===== src/rtl/pipe_hazard_ctrl.sv =====
// Stall/flush/bubble sequencing for the 5-stage pipeline: load-use, taken branches, memory waits with a timeout watchdog.
// Define HAZ_PERF_CNT_EN to build the StallCycles/FlushCycles performance counters; otherwise both read 0.
module pipe_hazard_ctrl #(
    parameter int BRANCH_PENALTY = 1,
    parameter int MEM_WAIT_MAX   = 16
) (
    input  logic        clk,
    input  logic        rst,
    input  logic [4:0]  ID_Rs,
    input  logic [4:0]  ID_Rt,
    input  logic        ID_UsesRt,
    input  logic        EX_MemRead,
    input  logic [4:0]  EX_Rt,
    input  logic        BranchTaken,
    input  logic        MemStallReq,
    output logic        PC_WriteEn,
    output logic        IFID_WriteEn,
    output logic        IFID_BeqFlush,
    output logic        IDEX_Bubble,
    output logic        WaitTimeout,
    output logic [31:0] StallCycles,
    output logic [31:0] FlushCycles
);

    typedef enum logic [1:0] {RUN, FLUSH, MEM_WAIT} state_e;

    localparam logic [1:0] FLUSH_INIT  = 2'(BRANCH_PENALTY - 1);
    localparam logic [7:0] WAIT_MAX    = 8'(MEM_WAIT_MAX);
    localparam bit         MULTI_FLUSH = (BRANCH_PENALTY > 1);

    state_e     state_q, state_d;
    logic [1:0] flush_cnt_q, flush_cnt_d;
    logic [7:0] wait_cnt_q, wait_cnt_d;
    logic       pend_br_q, pend_br_d;
    logic       timeout_q, timeout_d;
    logic       lu;

    assign lu = EX_MemRead && (EX_Rt != 5'd0) &&
                ((EX_Rt == ID_Rs) || (ID_UsesRt && (EX_Rt == ID_Rt)));

    always_comb begin
        state_d       = state_q;
        flush_cnt_d   = flush_cnt_q;
        wait_cnt_d    = wait_cnt_q;
        pend_br_d     = pend_br_q;
        timeout_d     = timeout_q;
        PC_WriteEn    = 1'b1;
        IFID_WriteEn  = 1'b1;
        IFID_BeqFlush = 1'b0;
        IDEX_Bubble   = 1'b0;

        case (state_q)
            RUN: begin
                if (MemStallReq) begin
                    PC_WriteEn   = 1'b0;
                    IFID_WriteEn = 1'b0;
                    IDEX_Bubble  = 1'b1;
                    state_d      = MEM_WAIT;
                    wait_cnt_d   = 8'd1;
                    pend_br_d    = BranchTaken;
                end else if (BranchTaken) begin
                    IFID_BeqFlush = 1'b1;
                    if (MULTI_FLUSH) begin
                        state_d     = FLUSH;
                        flush_cnt_d = FLUSH_INIT;
                    end
                end else if (lu) begin
                    PC_WriteEn   = 1'b0;
                    IFID_WriteEn = 1'b0;
                    IDEX_Bubble  = 1'b1;
                end
            end
            FLUSH: begin
                IFID_BeqFlush = 1'b1;
                IDEX_Bubble   = 1'b1;
                if (MemStallReq) begin
                    PC_WriteEn   = 1'b0;
                    IFID_WriteEn = 1'b0;
                end else if (flush_cnt_q <= 2'd1) begin
                    state_d = RUN;
                end else begin
                    flush_cnt_d = flush_cnt_q - 2'd1;
                end
            end
            MEM_WAIT: begin
                if (MemStallReq) begin
                    PC_WriteEn   = 1'b0;
                    IFID_WriteEn = 1'b0;
                    IDEX_Bubble  = 1'b1;
                    if (wait_cnt_q >= WAIT_MAX) begin
                        timeout_d     = 1'b1;
                        IFID_BeqFlush = 1'b1;
                        state_d       = RUN;
                        pend_br_d     = 1'b0;
                    end else begin
                        wait_cnt_d = wait_cnt_q + 8'd1;
                        pend_br_d  = pend_br_q | BranchTaken;
                    end
                end else begin
                    // A branch resolved on the exit cycle itself is honoured too.
                    state_d   = RUN;
                    pend_br_d = 1'b0;
                    if (pend_br_q || BranchTaken) begin
                        IFID_BeqFlush = 1'b1;
                        if (MULTI_FLUSH) begin
                            state_d     = FLUSH;
                            flush_cnt_d = FLUSH_INIT;
                        end
                    end
                end
            end
            default: state_d = RUN;
        endcase

        if (rst) begin
            PC_WriteEn    = 1'b0;
            IFID_WriteEn  = 1'b0;
            IFID_BeqFlush = 1'b1;
            IDEX_Bubble   = 1'b1;
        end
    end

    always_ff @(posedge clk) begin
        if (rst) begin
            state_q     <= RUN;
            flush_cnt_q <= 2'd0;
            wait_cnt_q  <= 8'd0;
            pend_br_q   <= 1'b0;
            timeout_q   <= 1'b0;
        end else begin
            state_q     <= state_d;
            flush_cnt_q <= flush_cnt_d;
            wait_cnt_q  <= wait_cnt_d;
            pend_br_q   <= pend_br_d;
            timeout_q   <= timeout_d;
        end
    end

    assign WaitTimeout = timeout_q;

`ifdef HAZ_PERF_CNT_EN
    logic [31:0] stall_cyc_q, flush_cyc_q;

    always_ff @(posedge clk) begin
        if (rst) begin
            stall_cyc_q <= 32'd0;
            flush_cyc_q <= 32'd0;
        end else begin
            if (!PC_WriteEn)   stall_cyc_q <= stall_cyc_q + 32'd1;
            if (IFID_BeqFlush) flush_cyc_q <= flush_cyc_q + 32'd1;
        end
    end

    assign StallCycles = stall_cyc_q;
    assign FlushCycles = flush_cyc_q;
`else
    assign StallCycles = 32'd0;
    assign FlushCycles = 32'd0;
`endif

endmodule


===== config.mk =====
export PLATFORM = sky130hd
export DESIGN_NAME = pipe_hazard_ctrl
export DESIGN_NICKNAME = d
export VERILOG_FILES = /design/src/rtl/pipe_hazard_ctrl.sv
export SDC_FILE = /design/constraint.sdc
export NUM_CORES = 1
export LEC_CHECK = 0
export CAP_MARGIN = 20
export CORE_UTILIZATION = 36
export DETAILED_ROUTE_END_ITERATION = 12
export PLACE_DENSITY = 0.86
export REMOVE_ABC_BUFFERS = 1
export SLEW_MARGIN = 40
export SYNTH_ARGS = -nofsm -noshare
export SYNTH_HDL_FRONTEND = slang
export SYNTH_SLANG_ARGS = --single-unit

===== constraint.sdc =====
create_clock -name clk -period 3.3 [get_ports clk]
set_input_delay 0.66 -clock clk [delete_from_list [all_inputs] [get_ports clk]]
set_output_delay 0.66 -clock clk [all_outputs]
set_load 0.01 [all_outputs]

==> results of run 1 <==
stage by stage:
stage,utilization,setup WS (ns)
after floorplan,-,1.10
after global placement,0.388,0.265
after detailed placement,0.388,0.222
after CTS,0.396,0.217
after global routing,0.396,0.0623
final,0.396,0.222
sequential cells by signal (all words and copies together) (netlist names):
signal / flops
WaitTimeout: 1
pend_br_q: 1
wait_cnt_q: 8
state_q: 1
power by group:
group / total (mW) / internal, mW / switching, mW
combinational: 0.103 / 0.0421 / 0.0605
clock: 0.0911 / 0.0467 / 0.0444
sequential: 0.139 / 0.136 / 0.00357
total: 0.333 / 0.224 / 0.108
synth_stat cells (2+ instances only):
cell type,count,area share
nor2_1,11,0.036
buf_4,66,0.43
xnor2_1,10,0.076
xor2_1,2,0.015
a31oi_1,2,0.011
a21oi_1,4,0.017
dfxtp_1,11,0.19
nor3_1,2,0.0087
nand3_1,4,0.017
buf_6,2,0.020
nand2_1,8,0.026
inv_1,6,0.020
ha_1,2,0.022
final timing paths:
kind,from,end,slack (ns)
min,wait_cnt_q[7],wait_cnt_q[7],0.45
max reg2reg,wait_cnt_q[6],wait_cnt_q[0],1.82
min reg2reg,wait_cnt_q[7],wait_cnt_q[7],0.45
max,EX_Rt[4],PC_WriteEn,0.22
kinds of logic after synthesis:
logic type / synth area share
AO/OA/AOI/OAI: 0.0956
buffers and inverters: 0.469
XOR/XNOR: 0.0912
other: 0.00325
AND/OR/NAND/NOR: 0.128
flip-flops: 0.191
adder cells (fa/ha/maj): 0.0217
routing by layer:
layer  global-route usage  routed length, um  vias up
li1                     -                  -      398
met1                0.109                680      359
met2                0.205                950       44
met3               0.0220                114        4
met4               0.0714                 34        0
met5                    0                  0        -
tightest hold or removal path, cell delays in order, from the launching register on:
cell,delay [ns]
dfxtp_1,0.33
inv_1,0.05
nor2_1,0.03
cell type report:
class                      instances  share of cell area
inverter                           6              0.0186
tap                               44              0.0455
timing repair buffer              26               0.213
sequential                        11               0.182
clock buffer                       4              0.0217
multi-input combinational        124               0.519
==> impl_metrics.csv, run 1 <==
group,metric,value,unit
finish,layout-drive-gt1-share,0.0351,
drt,vias,805,
finish,nets,195,
finish,multi_input_area,628,um^2
sta,slew_viol_final,0,
yosys,synth_area,0.00115,mm^2
floorplanning,pin_count,90,
floorplanning,fp.dieH,58.6,um
floorplanning,start_util,0.377,
critical_path,r2r_cells,3,
yosys,async_flop_share,0,
run,maxCapViolations,0,
power_and_ir_drop,p_leak,0.553,nW
yosys,synth_cell_types,29,
sta,slew_headroom,0.633,
hold_path,hp-class,"register to register",
finish,instances_no_fill,215,
yosys,ys_seq_elements,11,
sta,worst_pin_slew,0.544,ns
finish,seqCellArea,220,um^2
placement,gp_congestion,0.808,
critical_path,worstPathMaxFanout,3,
placement,post-dp-hpwl,1500,um
drt,drt_iter0_drc,25,
sta,max_freq,0.325,GHz
cts,cts_tree,"yes",
global_route,grt_first_pass_wirelength,2810,um
floorplanning,fp-row-count,20,
yosys,netlist_instances,146,
finish,postLayoutCellArea,0.00121,mm^2
yosys,synth-edff-count,0,
critical_path,criticalPathCategory,"input pin to output pin",
global_route,grt_use_total,0.110,
drt,routed_via_density,3.74,
yosys,synth_area_per_cell,7.89,um^2
sta,fin_crit_sh,0.933,
global_route,grt_max_degree,12,
placement,place_area,0.00118,mm^2
hold_path,hold_depth,2,
critical_path,path_buf_inv,2,
sta,rsz0062_at_grt,"false",
drt,avgRoutedWirePerCell,8.27,um
global_route,grt_pass1_vias,661,
yosys,ys_warn_count,0,
drt,drcViolationCount,0,
critical_path,path_cells,"clkdlybuf4s50_1 > xnor2_1 > nand4_1 > o22ai_1 > a311oi_1 > clkdlybuf4s50_1",
sta,hold_slack,0.449,ns
cts,root_buffer,"clkbuf_4",
drt,antenna_left,0,
cts,cts.sinks,11,
cts,worstSkewPairLatency,0.27,ns
run_status,status,"completed",
critical_path,crit_path_max_incr_delay,0.60,ns
critical_path,crit_path_end_kind,"output pin",
sta,setup_tns,0,ns
finish,fillers,339,
critical_path,arrival,2.42,ns
global_route,antenna_found_initial,0,
drt,dr.pass1.iters,3,
cts,htreeDepth,1,
sta,finalCriticalPeriod,3.08,ns
placement,dp.cells,211,
critical_path,required,2.64,ns
drt,drt-total-wl,1780,um
critical_path,slowest_stage,"clkdlybuf4s50_1",
power_and_ir_drop,peakVddDrop,0.0904,mV
cts,cts_setup_buffers,0,
placement,numPortBuffers,25,
critical_path,crit_top_cell,"clkdlybuf4s50_1",
floorplanning,dieArea,0.00343,mm^2
finish,final_common_cell,"conb_1",
critical_path,crit_cells,6,
global_route,overflow,0,
sta,hold_viol,0,
cts,clk_pin_slew,0.07,ns
floorplanning,core,0.00305,mm^2
critical_path,critPathTopFamily,"buffers and inverters",
cts,ctsResizeCount,0,
power_and_ir_drop,total_power,333,uW
critical_path,startpoint_type,"input pin",
cts,ctsLongestPathBuffers,2,
finish,num_antenna_cells,0,
yosys,synthFlopType,"dfxtp_1",
cts,ctsHoldBuffers,0,
power_and_ir_drop,cellPowerDensity,275,mW/mm^2
finish,final_cell_mix,"conb_1, clkdlybuf4s50_1, dfxtp_1, nor2_1, xnor2_1",
cts,numCtsBuffers,3,
sta,setup_viol,0,
floorplanning,die-width,58.6,um
yosys,ys_seq_area_frac,0.191,
finish,syn_to_final_growth,4.99,%
sta,fin_skew,0.00266,ns
(Power assumes the default switching activity.)
==> inputs of run 2 (changes only) <==
- CORE_UTILIZATION: 36 -> 33
- CTS_BUF_LIST: default -> sky130_fd_sc_hd__clkbuf_16
- GPL_TIMING_DRIVEN: default -> 1
- PLACE_DENSITY: 0.86 -> 0.8
- clock period: 3.3 -> 3.2 ns (I/O delays scaled with it)
==> run 2 against run 1 <==
Effect of this change: utilization shrank 1.5 points; clock power grew 140%; via count grew 1.1%; global-route usage shrank 0.64 points; non-clock buffer count grew 1; power grew 42%; critical path depth is the same; wire length shrank 3.9%; flip-flop and latch count is the same; highest routed layer unchanged.
==> impl_metrics.csv, run 2 (synthesis gave the netlist of run 1 again) <==
group,metric,value,unit
global_route,overflow,0,
cts,ctsLongestPathBuffers,2,
sta,finalCriticalPeriod,3.09,ns
drt,routed_via_density,3.73,
critical_path,worstPathMaxFanout,3,
sta,rsz0062_at_grt,"false",
drt,drt-total-wl,1710,um
critical_path,crit_path_max_incr_delay,0.61,ns
critical_path,path_cells,"clkdlybuf4s50_1 > xnor2_1 > nand4_1 > o22ai_1 > a311oi_1 > clkdlybuf4s50_1",
sta,fin_skew,0.00175,ns
run,maxCapViolations,0,
finish,fillers,336,
finish,instances_no_fill,218,
power_and_ir_drop,peakVddDrop,0.141,mV
drt,drcViolationCount,0,
cts,cts_setup_buffers,0,
finish,final_cell_mix,"conb_1, clkdlybuf4s50_1, dfxtp_1, nor2_1, xnor2_1",
critical_path,startpoint_type,"input pin",
placement,gp_congestion,0.769,
global_route,grt_pass1_vias,681,
sta,hold_viol,0,
hold_path,hp-class,"register to register",
finish,seqCellArea,220,um^2
placement,numPortBuffers,25,
finish,multi_input_area,628,um^2
critical_path,arrival,2.45,ns
critical_path,required,2.56,ns
critical_path,slowest_stage,"clkdlybuf4s50_1",
finish,layout-drive-gt1-share,0.0407,
cts,ctsResizeCount,0,
placement,dp.cells,214,
drt,dr.pass1.iters,4,
global_route,grt_max_degree,10,
floorplanning,pin_count,90,
power_and_ir_drop,p_int,349,uW
global_route,antenna_found_initial,0,
power_and_ir_drop,pwr-share-clk,0.471,
floorplanning,die-width,61.1,um
finish,largest_reg_flops,8,
placement,place_ws,0.120,ns
finish,num_antenna_cells,0,
sta,slew_viol_final,0,
floorplanning,start_util,0.345,
global_route,grt_first_pass_wirelength,2810,um
critical_path,crit_path_end_kind,"output pin",
sta,slew_headroom,0.645,
drt,antenna_left,0,
cts,htreeDepth,1,
floorplanning,fp-row-count,21,
finish,final_common_cell,"conb_1",
critical_path,crit_top_cell,"clkdlybuf4s50_1",
drt,avgRoutedWirePerCell,7.84,um
sta,max_freq,0.323,GHz
global_route,grt_use_total,0.103,
critical_path,reg2reg_slack,1.75,ns
sta,fin_crit_sh,0.966,
finish,syn_to_final_growth,10.4,%
floorplanning,core,0.00334,mm^2
cts,root_buffer,"clkbuf_16",
cts,numCtsBuffers,3,
drt,vias,814,
cts,cts_tree,"yes",
finish,nets,196,
cts,worstSkewPairLatency,0.24,ns
sta,setup_ws,0.108,ns
floorplanning,fp.dieH,61.1,um
cts,ctsHoldBuffers,0,
placement,post-dp-hpwl,1460,um
run_status,status,"completed",
cts,clk_pin_slew,0.04,ns
cts,cts.sinks,11,
critical_path,criticalPathCategory,"input pin to output pin",
floorplanning,dieArea,0.00373,mm^2
power_and_ir_drop,p_sw_frac,0.262,
power_and_ir_drop,sequentialPowerShare,0.305,
power_and_ir_drop,p_leak,0.585,nW
finish,top_register,"wait_cnt_q",
power_and_ir_drop,power_switching,124,uW
power_and_ir_drop,cellPowerDensity,371,mW/mm^2
drt,drt_iter0_drc,31,
sta,setup_viol,0,
sta,setup_tns,0,ns
power_and_ir_drop,power_frac_comb,0.224,
sta,worst_pin_slew,0.525,ns
## run 2: cell count changes in the layout (fill, tap and decap cells not counted)
cell       change
buf_4          +1
clkbuf_1       -1
clkbuf_16      +3
clkbuf_4       -3
inv_1          +1
## run 2: layout make-up
| cell class | count | area share |
|---|---|---|
| Sequential cell | 11 | 0.173 |
| Clock buffer | 3 | 0.0590 |
| Clock inverter | 1 | 0.00295 |
| Tap cell | 46 | 0.0452 |
| Inverter | 6 | 0.0177 |
| Multi-Input combinational cell | 124 | 0.494 |
| Timing Repair Buffer | 27 | 0.208 |
## run 2: worst max-delay path: cells and delay by family
| family | cells | cell delay, ns |
|---|---|---|
| and+or+nand+nor | 1 | 0.11 |
| xor gates and xnor gates | 1 | 0.10 |
| buffers and inverters | 2 | 1.14 |
| AOI/OAI and AO/OA | 2 | 0.46 |
## run 2: power groups by stage
stage	clock network [mW]	logic (mW)	registers [mW]
2_1_floorplan	0	0.0613	0.146
3_3_place_gp	0	0.103	0.146
3_5_place_dp	0	0.104	0.146
4_1_cts	0.227	0.105	0.144
5_1_grt	0.235	0.120	0.144
6_report	0.222	0.106	0.144
## run 2: per-layer routing
layer	part of all wire	vias up	GRT usage
met1	0.39	364	0.101
met2	0.52	49	0.200
met5	0	-	0
li1	-	397	-
met3	0.067	4	0.0126
met4	0.026	0	0.0682
## run 2: stage by stage
stage / util / power [mW] / hold slack, ns / area, um^2
after floorplan: - / 0.207 / 0.422 / 871
after global placement: 0.358 / 0.250 / 0.434 / 1190
after detailed placement: 0.358 / 0.251 / 0.445 / 1190
after CTS: 0.381 / 0.476 / 0.461 / 1270
after global routing: 0.381 / 0.499 / 0.481 / 1270
final: 0.381 / 0.472 / 0.457 / 1270
## run 2: final timing paths
| check | cells after the start | end | from |
|---|---|---|---|
| max | 6 | PC_WriteEn | EX_Rt[4] |
| min | 2 | wait_cnt_q[6] | wait_cnt_q[6] |
| max reg2reg | 3 | wait_cnt_q[0] | wait_cnt_q[6] |
| min reg2reg | 2 | wait_cnt_q[6] | wait_cnt_q[6] |
